**config.mk**
```make
export PLATFORM = sky130hd
export DESIGN_NAME = falafel_lsu_arbiter
export DESIGN_NICKNAME = d
export VERILOG_FILES = /design/src/rtl/falafel_lsu_arbiter.sv
export SDC_FILE = /design/constraint.sdc
export NUM_CORES = 1
export LEC_CHECK = 0
export ABC_AREA = 0
export CAP_MARGIN = 15
export CORE_AREA = 2 2 128 130
export DETAILED_ROUTE_END_ITERATION = 8
export DIE_AREA = 0 0 130 132
export GPL_ROUTABILITY_DRIVEN = 0
export PLACE_DENSITY = 0.9
export SLEW_MARGIN = 20
export SYNTH_ARGS = -nofsm -noshare
export SYNTH_HDL_FRONTEND = slang
export SYNTH_SLANG_ARGS = --single-unit
```
**constraint.sdc**
```tcl
create_clock -name clk_i -period 3.4 [get_ports clk_i]
set_input_delay 0.68 -clock clk_i [delete_from_list [all_inputs] [get_ports clk_i]]
set_output_delay 0.68 -clock clk_i [all_outputs]
set_load 0.01 [all_outputs]
```
**src/rtl/falafel_lsu_arbiter.sv**
```systemverilog
// rtl/falafel_lsu_arbiter.sv - round-robin LSU arbiter with allocator lock ownership and contention counter
package falafel_lsu_pkg;
    localparam logic [2:0] OP_LOAD           = 3'd0;
    localparam logic [2:0] OP_STORE          = 3'd1;
    localparam logic [2:0] OP_LOCK           = 3'd2;
    localparam logic [2:0] OP_UNLOCK         = 3'd3;
    localparam logic [2:0] OP_EDIT_NEXT_ADDR = 3'd4;

    typedef struct packed {
        logic        val;
        logic [2:0]  op;
        logic [31:0] addr;
        logic [31:0] data;
    } header_req_t;

    typedef struct packed {
        logic        val;
        logic [31:0] data;
    } header_rsp_t;
endpackage

module falafel_lsu_arbiter
    import falafel_lsu_pkg::*;
#(
    parameter int NUM_REQ = 2,
    parameter int CNT_W   = 16,
    localparam int IDX_W  = $clog2(NUM_REQ)
) (
    input  logic                            clk_i,
    input  logic                            rst_ni,
    input  header_req_t [NUM_REQ-1:0]       req_header_i,
    output logic        [NUM_REQ-1:0]       req_ready_o,
    output header_rsp_t [NUM_REQ-1:0]       rsp_header_o,
    input  logic        [NUM_REQ-1:0]       rsp_ready_i,
    output header_req_t                     lsu_req_header_o,
    input  logic                            lsu_ready_i,
    input  header_rsp_t                     lsu_rsp_header_i,
    output logic                            lsu_rsp_ready_o,
    output logic                            lock_held_o,
    output logic        [IDX_W-1:0]         owner_o,
    output logic        [CNT_W-1:0]         contention_cnt_o
);

    typedef enum logic [1:0] {S_IDLE, S_ISSUE, S_WAIT_RSP} state_e;

    state_e            state_q, state_d;
    logic [IDX_W-1:0]  rr_ptr_q, rr_ptr_d;
    logic [IDX_W-1:0]  grant_q, grant_d;
    logic [IDX_W-1:0]  owner_q, owner_d;
    header_req_t       req_q, req_d;
    logic              lock_held_q, lock_held_d;
    logic [CNT_W-1:0]  cnt_q, cnt_d;

    logic [NUM_REQ-1:0] eligible;
    logic               contended;
    logic               grant_valid;
    logic [IDX_W-1:0]   grant_idx;
    logic               rsp_done;
    logic [IDX_W-1:0]   next_ptr;

    // While locked only the owner may be served; any other pending request counts as contention.
    always_comb begin
        eligible  = '0;
        contended = 1'b0;
        for (int i = 0; i < NUM_REQ; i++) begin
            if (req_header_i[i].val) begin
                if (!lock_held_q || owner_q == IDX_W'(i)) eligible[i] = 1'b1;
                if (lock_held_q && owner_q != IDX_W'(i)) contended = 1'b1;
            end
        end
    end

    always_comb begin
        grant_valid = 1'b0;
        grant_idx   = '0;
        for (int k = NUM_REQ - 1; k >= 0; k--) begin
            if (eligible[(int'(rr_ptr_q) + k) % NUM_REQ]) begin
                grant_valid = 1'b1;
                grant_idx   = IDX_W'((int'(rr_ptr_q) + k) % NUM_REQ);
            end
        end
    end

    assign rsp_done = (state_q == S_WAIT_RSP) && lsu_rsp_header_i.val && rsp_ready_i[grant_q];
    assign next_ptr = (grant_q == IDX_W'(NUM_REQ - 1)) ? '0 : grant_q + 1'b1;

    always_ff @(posedge clk_i or negedge rst_ni) begin
        if (!rst_ni) state_q <= S_IDLE;
        else         state_q <= state_d;
    end

    always_comb begin
        state_d = state_q;
        unique case (state_q)
            S_IDLE:     if (grant_valid) state_d = S_ISSUE;
            S_ISSUE:    if (lsu_ready_i) state_d = S_WAIT_RSP;
            S_WAIT_RSP: if (rsp_done)    state_d = S_IDLE;
            default:    state_d = S_IDLE;
        endcase
    end

    // Accept pulse is gated by reset so nothing is acknowledged while the block is held in reset.
    always_comb begin
        req_ready_o      = '0;
        lsu_req_header_o = '0;
        rsp_header_o     = '0;
        lsu_rsp_ready_o  = 1'b0;
        unique case (state_q)
            S_IDLE: if (grant_valid && rst_ni) req_ready_o[grant_idx] = 1'b1;
            S_ISSUE: begin
                lsu_req_header_o     = req_q;
                lsu_req_header_o.val = 1'b1;
            end
            S_WAIT_RSP: begin
                rsp_header_o[grant_q] = lsu_rsp_header_i;
                lsu_rsp_ready_o       = rsp_ready_i[grant_q];
            end
            default: ;
        endcase
    end

    always_comb begin
        grant_d     = grant_q;
        req_d       = req_q;
        rr_ptr_d    = rr_ptr_q;
        lock_held_d = lock_held_q;
        owner_d     = owner_q;
        cnt_d       = cnt_q;
        if (contended && cnt_q != '1) cnt_d = cnt_q + CNT_W'(1);
        if (state_q == S_IDLE && grant_valid) begin
            grant_d = grant_idx;
            req_d   = req_header_i[grant_idx];
        end
        if (rsp_done) begin
            if (req_q.op == OP_LOCK) begin
                lock_held_d = 1'b1;
                owner_d     = grant_q;
            end else if (req_q.op == OP_UNLOCK && lock_held_q && owner_q == grant_q) begin
                lock_held_d = 1'b0;
                rr_ptr_d    = next_ptr;
            end else if (!lock_held_q) begin
                rr_ptr_d    = next_ptr;
            end
        end
    end

    always_ff @(posedge clk_i or negedge rst_ni) begin
        if (!rst_ni) begin
            rr_ptr_q    <= '0;
            grant_q     <= '0;
            owner_q     <= '0;
            req_q       <= '0;
            lock_held_q <= 1'b0;
            cnt_q       <= '0;
        end else begin
            rr_ptr_q    <= rr_ptr_d;
            grant_q     <= grant_d;
            owner_q     <= owner_d;
            req_q       <= req_d;
            lock_held_q <= lock_held_d;
            cnt_q       <= cnt_d;
        end
    end

    assign lock_held_o      = lock_held_q;
    assign owner_o          = owner_q;
    assign contention_cnt_o = cnt_q;

endmodule

```
==> impl_metrics.env, run 1 <==
export IMPL_report_power_total_w=0.00685
export IMPL_synth_edf_count=0
export IMPL_skew_ps=7.57
export IMPL_post_cts_buffers=0
export IMPL_io_pins=329
export IMPL_initial_core_util=0.378
export IMPL_clkLatencyLatePin_ps=340
export IMPL_antenna_found_initial=0
export IMPL_path_max_fanout=4
export IMPL_track_usage=0.208
export IMPL_cts_tree="yes"
export IMPL_overflow=0
export IMPL_layout_drive_gt1_share=0.216
export IMPL_dieHeight_um=132
export IMPL_cp_start_kind="primary input"
export IMPL_r2r_setup_slack_ps=1130
export IMPL_fin_nets=973
export IMPL_crit_type="in2out"
export IMPL_worstPathRequired_ps=2720
export IMPL_grt_pass1_vias=5114
export IMPL_ctsResizeCount=0
export IMPL_hold_path_class="in2async"
export IMPL_period_needed_ps=3200
export IMPL_via_per_inst=4.95
export IMPL_routed_wl_um=18100
export IMPL_cts_hold_buf=0
export IMPL_async_flop_share=1.00
export IMPL_netlist_area_um2=5940
export IMPL_synth_seq_cells=89
export IMPL_drc=0
export IMPL_fillers=1239
export IMPL_synthCells=488
export IMPL_drt_pass1_iterations=4
export IMPL_r2r_worst_path_cells=5
export IMPL_fin_tns_setup_ps=0
export IMPL_drt_iter0_drc=189
export IMPL_clk_pin_slew_ps=60
export IMPL_synth_cell_type_count=38
export IMPL_power_density_nw_per_um2=707
export IMPL_ir_drop_uv=399
export IMPL_syn2layout_area_growth_pct=63.0
export IMPL_synthTopCellsByCount="mux2_4, dfrtp_1, and2_1"
export IMPL_rsz0062_at_grt="false"
export IMPL_die_area_um2=17200
export IMPL_synth_flop_cell="dfrtp_1"
export IMPL_grt_pass1_wl_um=27800
export IMPL_rr_startpoint="lock_held_o"
export IMPL_crit_path_end_kind="output pin"
export IMPL_p_leak_nw=4.41
export IMPL_slew_limit_headroom=0.455
export IMPL_outcome="completed"
export IMPL_post_route_period_util=0.941
export IMPL_diodes=0
export IMPL_syn_nets=663
export IMPL_yosys_warnings=0
export IMPL_hpwl_um=13900
export IMPL_cap_violations=0
export IMPL_seq_area_frac_synth=0.375
export IMPL_avgSynthCellArea_um2=12.2
export IMPL_numCtsBuffers=9
export IMPL_root_buffer="clkbuf_16"
export IMPL_worst_ep_arrival_time_ps=2520
export IMPL_clock_path_buffers=2
export IMPL_tightest_slew_ps=817
export IMPL_grt_max_degree=71
export IMPL_htree_levels=3
export IMPL_num_rows=46
export IMPL_setup_viol=0
export IMPL_synth_most_common_cell="mux2_4"
export IMPL_ant_nets=0
export IMPL_core_um2=15700
export IMPL_r2r_end="req_q[9]"
export IMPL_synthTopCellsByArea="dfrtp_1, mux2_4, and2_1"
export IMPL_slew_viol_final=0
export IMPL_die_w_um=130
export IMPL_post_drt_wl_per_cell_um=17.8
export IMPL_hold_viol_final=0
export IMPL_cts_sinks=89
export IMPL_fmax_ghz=0.313
export IMPL_routed_via_count=5041
export IMPL_yosysTopAreaCellShare=0.375
export IMPL_port_buffers=328
export IMPL_synth_largest_area_cell="dfrtp_1"
-- layer usage --
metal | wire [um] | track usage | vias to the layer above
met4 | 410 | 0.0621 | 0
met2 | 9360 | 0.374 | 236
met3 | 1340 | 0.0552 | 32
met1 | 6980 | 0.239 | 2437
met5 | 0 | 0 | -
li1 | - | - | 2336
-- state kept, by name, summed over array words and instances, names as in the netlist --
register	cells
contention_cnt_o	16
grant_q	1
lock_held_o	1
owner_o	1
req_q	67
rr_ptr_q	1
state_q	2
-- how the worst max path moves through the flow --
| stage | startpoint | to | slack, ps | depth (start not counted) |
|---|---|---|---|---|
| 2_1_floorplan | req_header_i[67] | req_ready_o[1] | 970 | 4 |
| 3_3_place_gp | req_header_i[135] | req_ready_o[1] | 180 | 5 |
| 3_5_place_dp | req_header_i[67] | req_ready_o[1] | 210 | 4 |
| 4_1_cts | req_header_i[67] | req_ready_o[1] | 190 | 4 |
| 5_1_grt | req_header_i[67] | req_ready_o[1] | 130 | 4 |
| 6_report | req_header_i[67] | req_ready_o[1] | 200 | 4 |
-- cell type report --
cell class                 count  area (um2)  area share
multi-input combinational    356        3490       0.361
timing repair buffer         337        3370       0.349
sequential                    89        2230       0.230
tap                          216         270      0.0279
clock buffer                  10         239      0.0247
clock inverter                 5        56.3     0.00582
inverter                       5        18.8     0.00194
-- per-stage QoR --
stage               area (um2)  setup slack, ps  cells  utilization  hold WS, ps
floorplan                 5940              971    488            -          384
global placement          9380              176   1003        0.597          484
detailed placement        9380              206   1003        0.597          484
CTS                       9680              189   1018        0.616          164
global route              9680              129   1018        0.616          165
finish                    9680              202   1018        0.616          169
-- cells by family (layout without fill, tap and decap cells) --
logic type / after synthesis / count (layout) / synth area share
compound gates: 15 / 15 / 0.0185
fa+ha+maj: 1 / 1 / 0.00211
xor+xnor: 11 / 11 / 0.0162
mux: 144 / 144 / 0.357
simple gates: 185 / 185 / 0.188
buf+inv: 43 / 357 / 0.0426
flops: 89 / 89 / 0.375
-- where the power goes --
| part | switching (W) | internal, W |
|---|---|---|
| logic | 0.00154 | 0.00244 |
| registers | 0.000326 | 0.00153 |
| clock network | 0.000422 | 0.000585 |
-- cells in the final DEF (no fill, tap or decap), types with 2 or more instances in the layout --
cell type        Yosys  final
clkdlybuf4s50_1      0    327
buf_12               0      2
mux2_4             134    134
xor2_1               5      5
nand3_1              8      8
o21ai_0              4      4
clkinv_2             0      2
xnor2_1              6      6
nor3_1               2      2
buf_4                0      8
and3_1              69     69
nor2_1               8      8
and2_1              70     70
nand4_1              8      8
mux2_2               8      8
inv_1                4      4
mux2i_1              2      2
nor4b_1              2      2
nand2_1              7      7
clkbuf_16            0      9
nor2b_4              0      2
a22o_1               2      2
a31oi_1              2      2
a21o_1               2      2
dfrtp_1             89     89
nor3b_1              2      2
nand3b_1             2      2
-- critical path, stage by stage --
cell             delay, ps
clkdlybuf4s50_1        510
a221o_4                430
nor4b_1                290
clkdlybuf4s50_1        610
(Power assumes the default switching activity.)
==> run 2, diff against run 1 <==
--- a/config.mk
+++ b/config.mk
@@ -7,11 +7,12 @@
 export LEC_CHECK = 0
 export ABC_AREA = 0
 export CAP_MARGIN = 15
-export CORE_AREA = 2 2 128 130
+export CORE_AREA = 2 2 129 131
 export DETAILED_ROUTE_END_ITERATION = 8
-export DIE_AREA = 0 0 130 132
+export DIE_AREA = 0 0 131 133
 export GPL_ROUTABILITY_DRIVEN = 0
-export PLACE_DENSITY = 0.9
+export PLACE_DENSITY = 0.89
+export SKIP_LAST_GASP = 1
 export SLEW_MARGIN = 20
 export SYNTH_ARGS = -nofsm -noshare
 export SYNTH_HDL_FRONTEND = slang
==> impl_metrics.env, run 2 (synthesis results as in run 1) <==
export IMPL_rsz0062_at_grt="false"
export IMPL_final_cell_mix="clkdlybuf4s50_1, mux2_4, dfrtp_1"
export IMPL_cts_hold_buf=0
export IMPL_worstPathRequired_ps=2720
export IMPL_slew_viol_final=0
export IMPL_crit_type="in2out"
export IMPL_tightest_slew_ps=780
export IMPL_grt_pass1_vias=5276
export IMPL_fillers=1242
export IMPL_power_density_nw_per_um2=704
export IMPL_post_route_period_util=0.976
export IMPL_track_usage=0.203
export IMPL_routed_via_count=4963
export IMPL_largest_reg_flops=67
export IMPL_post_route_util=0.601
export IMPL_io_pins=329
export IMPL_crit_path_end_kind="output pin"
export IMPL_r2r_setup_slack_ps=1240
export IMPL_rr_startpoint="owner_o"
export IMPL_cts_tree="yes"
export IMPL_cp_start_kind="primary input"
export IMPL_slew_limit_headroom=0.480
export IMPL_post_drt_wl_per_cell_um=17.5
export IMPL_ctsResizeCount=0
export IMPL_via_per_inst=4.83
export IMPL_die_w_um=131
export IMPL_period_needed_ps=3320
export IMPL_initial_core_util=0.367
export IMPL_clk_pin_slew_ps=70
export IMPL_drc=0
export IMPL_fin_ws_ps=80.7
export IMPL_numCtsBuffers=9
export IMPL_post_cts_buffers=0
export IMPL_fin_tns_setup_ps=0
export IMPL_ir_drop_uv=402
export IMPL_dieHeight_um=133
export IMPL_hold_viol_final=0
export IMPL_outcome="completed"
export IMPL_antenna_found_initial=0
export IMPL_drt_pass1_iterations=5
export IMPL_hpwl_um=14200
export IMPL_root_buffer="clkbuf_16"
export IMPL_core_um2=16200
export IMPL_setup_viol=0
export IMPL_worst_ep_arrival_time_ps=2640
export IMPL_r2r_end="req_q[33]"
export IMPL_clock_path_buffers=2
export IMPL_clkLatencyLatePin_ps=340
export IMPL_overflow=0
export IMPL_fin_nets=977
export IMPL_path_max_fanout=4
export IMPL_cts_sinks=89
export IMPL_grt_pass1_wl_um=27200
export IMPL_top_register="req_q"
export IMPL_final_common_cell="clkdlybuf4s50_1"
export IMPL_hold_path_class="in2async"
export IMPL_num_rows=47
export IMPL_htree_levels=3
export IMPL_grt_max_degree=70
export IMPL_ant_nets=0
export IMPL_pre_cts_ws_ps=90.3
export IMPL_skew_ps=10.0
export IMPL_layout_drive_gt1_share=0.218
export IMPL_r2r_worst_path_cells=5
export IMPL_syn2layout_area_growth_pct=63.6
export IMPL_port_buffers=328
export IMPL_drt_iter0_drc=143
export IMPL_cap_violations=0
export IMPL_diodes=0
export IMPL_fmax_ghz=0.301
export IMPL_routed_wl_um=17900
export IMPL_die_area_um2=17400
export IMPL_p_leak_nw=4.42
-- run 2: cell type report --
| cell class | instances | area, um2 | area share |
|---|---|---|---|
| clock buffer | 12 | 246 | 0.0254 |
| clock inverter | 4 | 52.6 | 0.00541 |
| inverter | 5 | 18.8 | 0.00193 |
| multi-input combinational | 356 | 3490 | 0.360 |
| sequential | 89 | 2230 | 0.229 |
| tap | 220 | 275 | 0.0283 |
| timing repair buffer | 341 | 3400 | 0.350 |
-- run 2: how the worst max path moves through the flow --
stage / start / to / slack, ps / depth (start not counted)
2_1_floorplan: req_header_i[67] / req_ready_o[1] / 970 / 4
3_3_place_gp: req_header_i[135] / req_ready_o[1] / 170 / 6
3_5_place_dp: req_header_i[67] / req_ready_o[1] / 90 / 5
4_1_cts: req_header_i[67] / req_ready_o[1] / 80 / 5
5_1_grt: req_header_i[135] / req_ready_o[1] / 40 / 6
6_report: req_header_i[67] / req_ready_o[1] / 80 / 5
-- run 2: critical path: stages --
cell and delay [ps]:
clkdlybuf4s50_1 480, a221o_4 410, nor4b_1 370, buf_4 180, clkdlybuf4s50_1 520
-- run 2: power breakdown --
group | switching [W] | internal, W | total [W]
Combinational | 0.00154 | 0.00246 | 0.00400
Clock | 0.000409 | 0.000590 | 0.000999
Sequential | 0.000307 | 0.00154 | 0.00184
-- run 2: per-layer routing --
metal,up-vias,share of wire,track usage
met5,-,0,0
met4,0,0.024,0.0751
met3,27,0.078,0.0534
met2,244,0.53,0.377
met1,2337,0.37,0.216
li1,2355,-,-
-- run 2: per-stage QoR --
step	instance area [um2]	instances	hold slack (ps)	power [W]
5_1_grt	9720	1027	119	0.00724
4_1_cts	9720	1027	124	0.00693
3_3_place_gp	9420	1011	484	0.00577
3_5_place_dp	9420	1011	486	0.00590
2_1_floorplan	5940	488	384	0.00423
6_report	9720	1027	138	0.00685
